**config.mk**
```make
export PLATFORM = sky130hd
export DESIGN_NAME = multicycle_ctrl
export DESIGN_NICKNAME = d
export VERILOG_FILES = /design/src/rtl/multicycle_ctrl.sv
export SDC_FILE = /design/constraint.sdc
export NUM_CORES = 1
export LEC_CHECK = 0
export BUFFER_PORTS_ARGS = -buffer_cell sky130_fd_sc_hd__buf_2
export CORE_AREA = 2 2 39 41
export CTS_CLUSTER_SIZE = 24
export DETAILED_ROUTE_END_ITERATION = 6
export DIE_AREA = 0 0 41 43
export GPL_TIMING_DRIVEN = 0
export PLACE_DENSITY = 0.8
export SLEW_MARGIN = 10
export SYNTH_ARGS = -nofsm -noshare
export SYNTH_HDL_FRONTEND = slang
export SYNTH_SLANG_ARGS = --single-unit
export TNS_END_PERCENT = 100
```
**constraint.sdc**
```tcl
create_clock -name clk -period 2.3 [get_ports clk]
set_clock_uncertainty 0.05 [all_clocks]
set_input_delay 0.115 -clock clk [delete_from_list [all_inputs] [get_ports clk]]
set_output_delay 0.115 -clock clk [all_outputs]
set_load 0.03 [all_outputs]
```
**src/rtl/multicycle_ctrl.sv**
```systemverilog
// multicycle_ctrl: control FSM for a multicycle RV32I datapath.
// Sequences fetch/decode/execute/memory/writeback for lw, sw, R-type,
// I-type, beq and bne, and handshakes with a variable-latency unified
// memory via mem_req/mem_ready. Outputs are Moore-style (state plus
// mem_ready in FETCH and Zero/funct3 in BRANCH).
// Optional feature: define ILLEGAL_TRAP_EN to send unsupported opcodes and
// unsupported branch funct3 values to a sticky TRAP state with illegal=1.
// Without it such instructions retire as a NOP and illegal is tied 0.
module multicycle_ctrl #(
  parameter int DATA_WIDTH = 32
) (
  input  logic       clk,
  input  logic       rst_n,
  input  logic [6:0] op,
  input  logic [2:0] funct3,
  input  logic       funct7b5,
  input  logic       Zero,
  input  logic       mem_ready,
  output logic       mem_req,
  output logic       MemWrite,
  output logic       AdrSrc,
  output logic       IRWrite,
  output logic       PCWrite,
  output logic       RegWrite,
  output logic [1:0] ImmSrc,
  output logic [1:0] ALUSrcA,
  output logic [1:0] ALUSrcB,
  output logic [1:0] ResultSrc,
  output logic [2:0] ALUControl,
  output logic       illegal
);

  // The control word is width-independent; the datapath it drives must be RV32.
  if (DATA_WIDTH != 32) begin : g_width_check
    $error("multicycle_ctrl expects a 32-bit datapath");
  end

  localparam logic [3:0] FETCH    = 4'd0;
  localparam logic [3:0] DECODE   = 4'd1;
  localparam logic [3:0] MEMADR   = 4'd2;
  localparam logic [3:0] MEMREAD  = 4'd3;
  localparam logic [3:0] MEMWB    = 4'd4;
  localparam logic [3:0] MEMWRITE = 4'd5;
  localparam logic [3:0] EXECR    = 4'd6;
  localparam logic [3:0] EXECI    = 4'd7;
  localparam logic [3:0] ALUWB    = 4'd8;
  localparam logic [3:0] BRANCH   = 4'd9;
`ifdef ILLEGAL_TRAP_EN
  localparam logic [3:0] TRAP     = 4'd10;
`endif

  localparam logic [6:0] OP_LW = 7'b0000011;
  localparam logic [6:0] OP_SW = 7'b0100011;
  localparam logic [6:0] OP_R  = 7'b0110011;
  localparam logic [6:0] OP_I  = 7'b0010011;
  localparam logic [6:0] OP_B  = 7'b1100011;

  localparam logic [2:0] ALU_ADD = 3'b000;
  localparam logic [2:0] ALU_SUB = 3'b001;
  localparam logic [2:0] ALU_AND = 3'b010;
  localparam logic [2:0] ALU_OR  = 3'b011;
  localparam logic [2:0] ALU_SLT = 3'b101;

  logic [3:0] state;
  logic [3:0] state_next;

  // ALU operation for R/I-type; only R-type funct3=000 with funct7b5 subtracts
  // (I-type addi never subtracts, whatever imm[10] happens to be).
  function automatic logic [2:0] alu_decode(input logic [6:0] opc,
                                            input logic [2:0] f3,
                                            input logic       f7b5);
    logic [2:0] res;
    case (f3)
      3'b000:  res = (opc == OP_R && f7b5) ? ALU_SUB : ALU_ADD;
      3'b010:  res = ALU_SLT;
      3'b110:  res = ALU_OR;
      3'b111:  res = ALU_AND;
      default: res = ALU_ADD;
    endcase
    return res;
  endfunction

  // State register; synchronous reset abandons any access in flight.
  always_ff @(posedge clk) begin
    if (!rst_n) state <= FETCH;
    else        state <= state_next;
  end

  // Next-state selection; memory states hold until mem_ready.
  always_comb begin
    state_next = FETCH;
    case (state)
      FETCH:    state_next = mem_ready ? DECODE : FETCH;
      DECODE: begin
        case (op)
          OP_LW, OP_SW: state_next = MEMADR;
          OP_R:         state_next = EXECR;
          OP_I:         state_next = EXECI;
`ifdef ILLEGAL_TRAP_EN
          OP_B:         state_next = (funct3[2:1] == 2'b00) ? BRANCH : TRAP;
          default:      state_next = TRAP;
`else
          OP_B:         state_next = BRANCH;
          default:      state_next = FETCH;
`endif
        endcase
      end
      MEMADR:   state_next = (op == OP_LW) ? MEMREAD : MEMWRITE;
      MEMREAD:  state_next = mem_ready ? MEMWB : MEMREAD;
      MEMWB:    state_next = FETCH;
      MEMWRITE: state_next = mem_ready ? FETCH : MEMWRITE;
      EXECR:    state_next = ALUWB;
      EXECI:    state_next = ALUWB;
      ALUWB:    state_next = FETCH;
      BRANCH:   state_next = FETCH;
`ifdef ILLEGAL_TRAP_EN
      TRAP:     state_next = TRAP;
`endif
      default:  state_next = FETCH;
    endcase
  end

  // Control word per state; anything not driven in a state stays 0 / add.
  always_comb begin
    mem_req    = 1'b0;
    MemWrite   = 1'b0;
    AdrSrc     = 1'b0;
    IRWrite    = 1'b0;
    PCWrite    = 1'b0;
    RegWrite   = 1'b0;
    ImmSrc     = 2'b00;
    ALUSrcA    = 2'b00;
    ALUSrcB    = 2'b00;
    ResultSrc  = 2'b00;
    ALUControl = ALU_ADD;
    case (state)
      FETCH: begin
        mem_req   = 1'b1;
        ALUSrcB   = 2'b10;
        ResultSrc = 2'b10;
        IRWrite   = mem_ready;
        PCWrite   = mem_ready;
      end
      DECODE: begin
        ALUSrcA = 2'b01;
        ALUSrcB = 2'b01;
        ImmSrc  = 2'b10;
      end
      MEMADR: begin
        ALUSrcA = 2'b10;
        ALUSrcB = 2'b01;
        ImmSrc  = (op == OP_LW) ? 2'b00 : 2'b01;
      end
      MEMREAD: begin
        mem_req = 1'b1;
        AdrSrc  = 1'b1;
      end
      MEMWB: begin
        ResultSrc = 2'b01;
        RegWrite  = 1'b1;
      end
      MEMWRITE: begin
        mem_req  = 1'b1;
        MemWrite = 1'b1;
        AdrSrc   = 1'b1;
      end
      EXECR: begin
        ALUSrcA    = 2'b10;
        ALUControl = alu_decode(op, funct3, funct7b5);
      end
      EXECI: begin
        ALUSrcA    = 2'b10;
        ALUSrcB    = 2'b01;
        ALUControl = alu_decode(op, funct3, funct7b5);
      end
      ALUWB: begin
        RegWrite = 1'b1;
      end
      BRANCH: begin
        ALUSrcA    = 2'b10;
        ALUControl = ALU_SUB;
        // beq takes on Zero, bne on !Zero; other funct3 never redirect.
        PCWrite    = (funct3[2:1] == 2'b00) ? (Zero ^ funct3[0]) : 1'b0;
      end
      default: ;
    endcase
  end

`ifdef ILLEGAL_TRAP_EN
  assign illegal = (state == TRAP);
`else
  assign illegal = 1'b0;
`endif

endmodule

```
==> results of run 1 <==
[layer usage]
layer | up-vias | part of all wire
met1 | 315 | 0.42
met2 | 29 | 0.50
met4 | 0 | 0
met5 | - | 0
li1 | 339 | -
met3 | 0 | 0.076
[power by group]
group          switching (uW)  internal [uW]
registers                2.14           71.0
logic                    48.4           29.4
clock network            28.5           58.3
[worst register-to-register path: stages, from the launching register on]
cell	delay, ns
dfxtp_1	0.30
buf_6	0.13
or4b_4	0.51
nand2b_1	0.17
o22ai_2	0.09
o2bb2ai_1	0.12
[layout make-up]
| class | instances | area, sq um |
|---|---|---|
| buffer | 6 | 36.3 |
| tap | 16 | 20.0 |
| timing repair buffer | 31 | 155 |
| clock buffer | 3 | 22.5 |
| sequential | 4 | 80.1 |
| fill | 152 | 657 |
| multi-input combinational | 59 | 390 |
| inverter | 6 | 22.5 |
[how the worst max path moves through the flow]
stage | endpoint | slack (ns)
floorplan | IRWrite | 0.1
global placement | ImmSrc[0] | 0.80
detailed placement | ImmSrc[0] | 0.79
CTS | ALUControl[0] | 0.52
global route | ALUControl[0] | 0.42
finish | ALUControl[0] | 0.54
[Yosys cell counts, types with 2 or more instances]
master | n | area share
a21oi_1 | 2 | 0.019
nand3_1 | 3 | 0.028
o21ai_0 | 2 | 0.019
inv_1 | 4 | 0.028
xnor2_1 | 2 | 0.033
nand2b_1 | 4 | 0.047
nor2_1 | 7 | 0.050
inv_2 | 2 | 0.014
buf_2 | 2 | 0.019
nor3b_1 | 2 | 0.028
a31oi_1 | 2 | 0.024
nor4_1 | 2 | 0.024
dfxtp_1 | 4 | 0.15
nor3_1 | 7 | 0.066
o211ai_1 | 2 | 0.028
nand2_1 | 2 | 0.014
[kinds of logic after synthesis]
| family | after synthesis | share of synthesized area |
|---|---|---|
| AND/OR/NAND/NOR | 38 | 0.430 |
| AO/OA/AOI/OAI | 17 | 0.251 |
| buffers and inverters | 12 | 0.111 |
| flip-flops | 4 | 0.151 |
| XOR/XNOR | 3 | 0.0497 |
| other | 1 | 0.00709 |
[metrics by stage]
step / power, uW / cells
detailed placement: 152 / 122
finish: 238 / 125
floorplan: 123 / 75
CTS: 241 / 125
global route: 249 / 125
global placement: 150 / 122
==> reports/metrics.cfg, run 1 <==
[routing]
drt_wl_total_mm=1.47
vias=683
antenna_left=0
drtPass1Iterations=4
drc=0
wl_per_cell_um=11.7
viasPerCell=5.46
first_iter_violations=5

[yosys]
synth_flop_cell=dfxtp_1
postSynthCellCount=75
synth-edff-count=0
synth_async_sr_flop_share=0
syn_area_sq_um=529
syn_nets=90
syn_avg_cell_area_sq_um=7.06
seq_area_frac_synth=0.151
synth_cell_type_count=42
ys_ff_latch=4
yosys_warnings=0

[global_route]
gr-usage-met3=0.0314
grt_pass1_vias=600
grt_pass1_wl_mm=2.33
antenna_found_initial=0
grt.met2_usage=0.309
gr-total-overflow=0
grt_usage=0.188
globalRouteMet1Util=0.225
grt_max_degree=11
top_usage_layer=met2

[place]
hpwl_mm=1.18
place_congestion=0.751
portBuffers=31
post_dp_cell_area_sq_um=704
dp_slack_ns=0.793

[die]
fp.dieW_um=41
dieHeight_um=43
core_sq_um=1380
initial_core_util=0.382
die-area_sq_um=1760
row_count=14
io_pins=33

[timing]
fmaxAchievable_mhz=568
finalSetupViolCount=0
hold_ws_ns=0.150
hold_viol=0
setup_tns_ns=0
drv_slew=0
timing.final.ws_setup_ns=0.540
rsz0062_at_grt=false
min_period_ns=1.76
period_share=0.765

[critical_path]
arrival_ns=1.59
cpMostUsedCell=buf_2
crit-reg2reg-capture=state[1]$_SDFF_PN0_
worst-path-max-fanout=10
reg2reg_from=state[2]$_SDFF_PN0_
crit_chain=buf_2 > inv_2 > o41ai_1 > buf_2
crit_cells=4
startpoint_type=register
r2r_slack_ns=0.86
rr_worst_depth=5
crit_path_start=state[1]$_SDFF_PN0_
critPathCaptureType=output pin
path_class=reg -> out
cp.required_ns=2.13
max_stage_delay_ns=0.44
slowest_stage=dfxtp_1
path_delay_family=buffers and inverters
crit_buf_inv=3

[power_and_ir_drop]
p_leak_uw=0.000358
powerDensity_nw_per_um2=327
irDropWorstVdd_uv=168

[clock_tree]
cts.repair.resized=0
numCtsBuffers=3
cts_tree=done
clk_latency_ns=0.24
cts.sinks=4
postCtsSetupBuffers=0
ctsHtreeMaxLevel=1
root_buffer=clkbuf_4
clockBufferDepth=2
ctsHoldBuffers=0
path_clk_slew_ns=0.04

[cells_and_area]
fin_util=0.525
final_common_cell=buf_2
largestRegisters=state (4)
area_delta_synth_final_pct=37.4
top_register=state
final_cell_mix=33 x buf_2, 7 x nor3_1, 7 x nor2_1
fin_nets=126
fin_area_sq_um=727
drive_gt1_frac=0.404
largest_reg_flops=4
num_antenna_cells=0

[hold_path]
worstHoldStart=op[4]
hp-class=in -> reg
hold_depth=3
min_to=state[2]$_SDFF_PN0_

[status]
status=completed

[flow_run]
maxCapViolations=0

(Power assumes the default switching activity.)
==> inputs of run 2 (changes only) <==
--- a/config.mk
+++ b/config.mk
@@ -6,12 +6,12 @@
 export NUM_CORES = 1
 export LEC_CHECK = 0
 export BUFFER_PORTS_ARGS = -buffer_cell sky130_fd_sc_hd__buf_2
-export CORE_AREA = 2 2 39 41
+export CORE_AREA = 2 2 41 43
 export CTS_CLUSTER_SIZE = 24
 export DETAILED_ROUTE_END_ITERATION = 6
-export DIE_AREA = 0 0 41 43
+export DIE_AREA = 0 0 43 45
 export GPL_TIMING_DRIVEN = 0
-export PLACE_DENSITY = 0.8
+export PLACE_DENSITY = 0.76
 export SLEW_MARGIN = 10
 export SYNTH_ARGS = -nofsm -noshare
 export SYNTH_HDL_FRONTEND = slang
==> constraint.sdc (replaced) <==
create_clock -name clk -period 1.55 [get_ports clk]
set_clock_uncertainty 0.05 [all_clocks]
set_input_delay 0.0775 -clock clk [delete_from_list [all_inputs] [get_ports clk]]
set_output_delay 0.0775 -clock clk [all_outputs]
set_load 0.03 [all_outputs]
==> reports/metrics.cfg, run 2 (synthesis results as in run 1) <==
[die]
dieHeight_um=45  ; was 43 um
core_sq_um=1470  ; was 1380 sq um
initial_core_util=0.360  ; was 0.382
die-area_sq_um=1940  ; was 1760 sq um
io_pins=33  ; unchanged
fp.dieW_um=43  ; was 41 um
row_count=14  ; unchanged

[power_and_ir_drop]
p_leak_uw=0.000417  ; was 0.000358 uW
power.switching_uw=116  ; was 79.1 uW
powerDensity_nw_per_um2=411  ; was 327 nW/um^2
cellInternalPower_uw=241  ; was 159 uW
finalPower_uw=357  ; was 238 uW
switching_share=0.325  ; was 0.333
irDropWorstVdd_uv=350  ; was 168 uV
seq_power_share=0.300  ; was 0.308
clockPowerShare=0.343  ; was 0.365
pwr-share-comb=0.356  ; was 0.327

[critical_path]
max_stage_delay_ns=0.37  ; was 0.44 ns
crit_buf_inv=1  ; was 3
reg2reg_from=state[0]$_SDFF_PN0_  ; was state[2]$_SDFF_PN0_
path_delay_family=simple AND/OR/NAND/NOR gates  ; was buffers and inverters
cp.required_ns=1.42  ; was 2.13 ns
arrival_ns=1.50  ; was 1.59 ns
crit-reg2reg-capture=state[2]$_SDFF_PN0_  ; was state[1]$_SDFF_PN0_
critPathCaptureType=output pin  ; unchanged
crit_path_start=state[1]$_SDFF_PN0_  ; unchanged
worst-path-max-fanout=7  ; was 10
rr_worst_depth=4  ; was 5
path_class=reg -> out  ; unchanged
startpoint_type=register  ; unchanged
crit_chain=nand2b_1 > or3_4 > o41ai_2 > buf_4  ; was buf_2 > inv_2 > o41ai_1 > buf_2
slowest_stage=dfxtp_4  ; was dfxtp_1
r2r_slack_ns=0.09  ; was 0.86 ns

[routing]
drt_wl_total_mm=1.65  ; was 1.47 mm
antenna_left=0  ; unchanged
first_iter_violations=23  ; was 5
vias=714  ; was 683
viasPerCell=5.45  ; was 5.46
wl_per_cell_um=12.6  ; was 11.7 um
drtPass1Iterations=4  ; unchanged
drc=0  ; unchanged

[global_route]
grt_max_degree=11  ; unchanged
grt_pass1_wl_mm=2.49  ; was 2.33 mm
grt_pass1_vias=595  ; was 600
gr-total-overflow=0  ; unchanged
antenna_found_initial=0  ; unchanged
grt_usage=0.163  ; was 0.188

[cells_and_area]
fin_nets=132  ; was 126
largestRegisters=state (4)  ; unchanged
fin_area_sq_um=868  ; was 727 sq um
top_register=state  ; unchanged
num_antenna_cells=0  ; unchanged
n_fill_cell=135  ; was 152
drive_gt1_frac=0.548  ; was 0.404
area_delta_synth_final_pct=64.1  ; was 37.4%
final_common_cell=buf_2  ; unchanged
largest_reg_flops=4  ; unchanged
final_cell_mix=26 x buf_2, 11 x buf_4, 6 x nor3_1, 6 x nor2_1, 5 x clkbuf_4  ; was 33 x buf_2, 7 x nor3_1, 7 x nor2_1

[timing]
period_share=1.05
fmaxAchievable_mhz=615
rsz0062_at_grt=true  ; was false
hold_viol=0  ; unchanged
drv_slew=0  ; unchanged
finalSetupViolCount=2  ; was 0
min_period_ns=1.63
hold_ws_ns=0.109  ; was 0.150 ns
timing.final.ws_setup_ns=-0.0763  ; was 0.540 ns
setup_tns_ns=-0.139  ; was 0 ns

[clock_tree]
root_buffer=clkbuf_4  ; unchanged
path_clk_slew_ns=0.03  ; was 0.04 ns
ctsHtreeMaxLevel=1  ; unchanged
cts_tree=done  ; unchanged
clockBufferDepth=2  ; unchanged
numCtsBuffers=3  ; unchanged
cts.sinks=4  ; unchanged
clk_latency_ns=0.23  ; was 0.24 ns
ctsHoldBuffers=0  ; unchanged

[hold_path]
hold_depth=3  ; unchanged
min_to=state[2]$_SDFF_PN0_  ; unchanged
hp-class=in -> reg  ; unchanged
worstHoldStart=op[4]  ; unchanged

[place]
portBuffers=31  ; unchanged
hpwl_mm=1.19  ; was 1.18 mm
post_dp_cell_area_sq_um=737  ; was 704 sq um
place_congestion=0.765  ; was 0.751

[status]
violations=setup timing
status=finished, violations left  ; was completed

[flow_run]
maxCapViolations=0  ; unchanged

## run 2: routing by layer
layer / vias up / part of all wire / global-route usage
met5: - / 0 / 0
met3: 2 / 0.055 / 0.00400
met2: 25 / 0.52 / 0.303
met4: 0 / 0.0085 / 0.0545
met1: 332 / 0.42 / 0.205
li1: 355 / - / -
## run 2: timing repair
item                       CTS  global route
pin swaps                    0             1
setup endpoints to repair   10            10
buffers inserted             4             3
resized for setup           13            14
## run 2: worst max path at each step
stage | to | slack [ns] | depth (start not counted)
2_1_floorplan | ResultSrc[1] | -0.16 | 2
3_3_place_gp | PCWrite | 0.04 | 5
3_5_place_dp | ALUControl[0] | 0.01 | 4
4_1_cts | ImmSrc[0] | -0.09 | 5
5_1_grt | ALUControl[0] | -0.13 | 4
6_report | ALUControl[0] | -0.08 | 4
## run 2: per-stage QoR
step | util | setup slack (ns) | std cells
floorplan | - | -0.164 | 75
global placement | 0.501 | 0.0412 | 122
detailed placement | 0.501 | 0.0134 | 122
CTS | 0.559 | -0.0946 | 129
global route | 0.590 | -0.126 | 131
finish | 0.590 | -0.0763 | 131
## run 2: cell type report
class	instances	area [sq um]	area share
repair buffers	38	230	0.265
clock buffers	3	22.5	0.0259
plain buffers	5	46.3	0.0533
multi-input cells	59	438	0.504
well taps	16	20.0	0.0231
inverters	6	22.5	0.0259
flip-flops and latches	4	88.8	0.102
## run 2: power groups by stage
stage                     sequential [uW]  combinational, uW  clock [uW]
after floorplan                       110               76.9           0
after global placement                111                117           0
after detailed placement              111                119           0
after CTS                             110                121         126
after global routing                  108                136         136
final                                 107                127         123
## run 2: worst min-delay path: cells and delay by family
family,cells,cell delay [ns]
buffers and inverters,1,0.12
AOI/OAI and AO/OA,1,0.08
and+or+nand+nor,1,0.06
==> inputs of run 3 (changes only) <==
--- a/config.mk
+++ b/config.mk
@@ -5,13 +5,13 @@
 export SDC_FILE = /design/constraint.sdc
 export NUM_CORES = 1
 export LEC_CHECK = 0
-export BUFFER_PORTS_ARGS = -buffer_cell sky130_fd_sc_hd__buf_2
-export CORE_AREA = 2 2 41 43
+export CORE_AREA = 2 2 39 41
 export CTS_CLUSTER_SIZE = 24
 export DETAILED_ROUTE_END_ITERATION = 6
-export DIE_AREA = 0 0 43 45
+export DIE_AREA = 0 0 41 43
+export DONT_BUFFER_PORTS = 1
 export GPL_TIMING_DRIVEN = 0
-export PLACE_DENSITY = 0.76
+export PLACE_DENSITY = 0.61
 export SLEW_MARGIN = 10
 export SYNTH_ARGS = -nofsm -noshare
 export SYNTH_HDL_FRONTEND = slang
==> reports/metrics.cfg, run 3 (synthesis results as in run 1) <==
[global_route]
grt_max_degree=11  ; unchanged
grt_pass1_wl_mm=2.53  ; was 2.49 mm
antenna_found_initial=0  ; unchanged
grt_pass1_vias=574  ; was 595
grt_usage=0.207  ; was 0.163
gr-total-overflow=0  ; unchanged

[clock_tree]
root_buffer=clkbuf_4  ; unchanged
clockBufferDepth=2  ; unchanged
ctsHtreeMaxLevel=1  ; unchanged
clk_latency_ns=0.23  ; about the same
path_clk_slew_ns=0.04  ; was 0.03 ns
cts.sinks=4  ; unchanged
cts_tree=done  ; unchanged
numCtsBuffers=3  ; unchanged

[critical_path]
arrival_ns=1.51  ; was 1.50 ns
crit_chain=clkbuf_16 > nor4_2  ; was nand2b_1 > or3_4 > o41ai_2 > buf_4
cp.required_ns=1.42  ; about the same
critPathCaptureType=output pin  ; unchanged
startpoint_type=register  ; unchanged
slowest_stage=nor4_2  ; was dfxtp_4
reg2reg_from=state[1]$_SDFF_PN0_  ; was state[0]$_SDFF_PN0_
path_delay_family=simple AND/OR/NAND/NOR gates  ; unchanged
crit_buf_inv=1  ; unchanged
max_stage_delay_ns=0.73  ; was 0.37 ns
worst-path-max-fanout=10  ; was 7
path_class=reg -> out  ; unchanged
crit_path_start=state[0]$_SDFF_PN0_  ; was state[1]$_SDFF_PN0_

[place]
dp_cells=91  ; was 122
post_dp_cell_area_sq_um=582  ; was 737 sq um
hpwl_mm=1.08  ; was 1.19 mm
portBuffers=0  ; was 31
place_congestion=0.738  ; was 0.765

[die]
io_pins=33  ; unchanged
core_sq_um=1380  ; was 1470 sq um
row_count=14  ; unchanged
fp.dieW_um=41  ; was 43 um
dieHeight_um=43  ; was 45 um
initial_core_util=0.382  ; was 0.360
die-area_sq_um=1760  ; was 1940 sq um

[cells_and_area]
area_delta_synth_final_pct=69.0  ; was 64.1%
fin_cells=104  ; was 131
top_register=state  ; unchanged
drive_gt1_frac=0.557  ; was 0.548
largest_reg_flops=4  ; unchanged
fin_nets=105  ; was 132
num_antenna_cells=0  ; unchanged
final_common_cell=buf_4  ; was buf_2
largestRegisters=state (4)  ; unchanged
fin_area_sq_um=895  ; was 868 sq um
final_cell_mix=10 x buf_4, 6 x nor3_4, 4 x nor2_1  ; was 26 x buf_2, 11 x buf_4, 6 x nor3_1, 6 x nor2_1, 5 x clkbuf_4

[power_and_ir_drop]
powerDensity_nw_per_um2=388  ; was 411 nW/um^2
p_leak_uw=0.000350  ; was 0.000417 uW
finalPower_uw=347  ; was 357 uW
irDropWorstVdd_uv=429  ; was 350 uV

[timing]
finalSetupViolCount=5  ; was 2
slew_headroom=0.462
timing.final.ws_setup_ns=-0.0847  ; was -0.0763 ns
min_period_ns=1.63  ; about the same
fmaxAchievable_mhz=612  ; was 615 MHz
rsz0062_at_grt=true  ; unchanged
drv_slew=0  ; unchanged
tightest_slew_ns=0.800
period_share=1.05  ; about the same
hold_ws_ns=0.0198  ; was 0.109 ns
hold_viol=0  ; unchanged

[routing]
first_iter_violations=6  ; was 23
antenna_left=0  ; unchanged
drc=0  ; unchanged
drt_wl_total_mm=1.62  ; was 1.65 mm
viasPerCell=5.96  ; was 5.45
vias=620  ; was 714
wl_per_cell_um=15.5  ; was 12.6 um
drtPass1Iterations=3  ; was 4

[flow_run]
maxCapViolations=0  ; unchanged

[hold_path]
worstHoldStart=rst_n  ; was op[4]
hp-class=in -> reg  ; unchanged

[status]
violations=setup timing  ; unchanged
status=finished, violations left  ; unchanged

-- run 3: cell type report --
type / instances / area [sq um]
fill: 112 / 489
sequential: 4 / 92.6
timing repair buffer: 11 / 87.6
tap: 16 / 20.0
clock buffer: 3 / 22.5
buffer: 5 / 82.6
multi-input combinational: 59 / 567
inverter: 6 / 22.5
-- run 3: metal layers --
layer / track usage / part of all wire
met4: 0.0600 / 0
met5: 0 / 0
met2: 0.334 / 0.53
met3: 0.0628 / 0.050
met1: 0.253 / 0.42
-- run 3: worst paths after layout --
check	to	slack (ns)	cells after the start
worst max-delay path	ResultSrc[1]	-0.08	2
worst min-delay path	state[1]$_SDFF_PN0_	0.02	2
worst max register to register	state[0]$_SDFF_PN0_	0.08	4
worst min register to register	state[1]$_SDFF_PN0_	0.66	3
-- run 3: through the flow --
step / setup slack (ns) / util / TNS [ns]
3_3_place_gp: -0.290 / 0.420 / -1.78
6_report: -0.0847 / 0.646 / -0.301
5_1_grt: -0.168 / 0.646 / -0.681
4_1_cts: -0.101 / 0.630 / -0.401
3_5_place_dp: -0.298 / 0.420 / -1.80
2_1_floorplan: -0.164 / - / -0.276
-- run 3: timing repair --
| action | in CTS | in global routing |
|---|---|---|
| hold buffers | 2 | 0 |
| endpoints found under the setup margin | 18 | 13 |
| pin swaps | 7 | 5 |
| setup buffers | 8 | 1 |
| gates resized for setup | 46 | 7 |
| endpoints found under the hold margin | 2 | 0 |
-- run 3: power by group --
| group | internal (uW) | leakage, uW | switching, uW |
|---|---|---|---|
| registers | 102 | 0.0000352 | 5.40 |
| clock network | 86.3 | 0.0000138 | 38.8 |
| logic | 45.7 | 0.000301 | 69.4 |
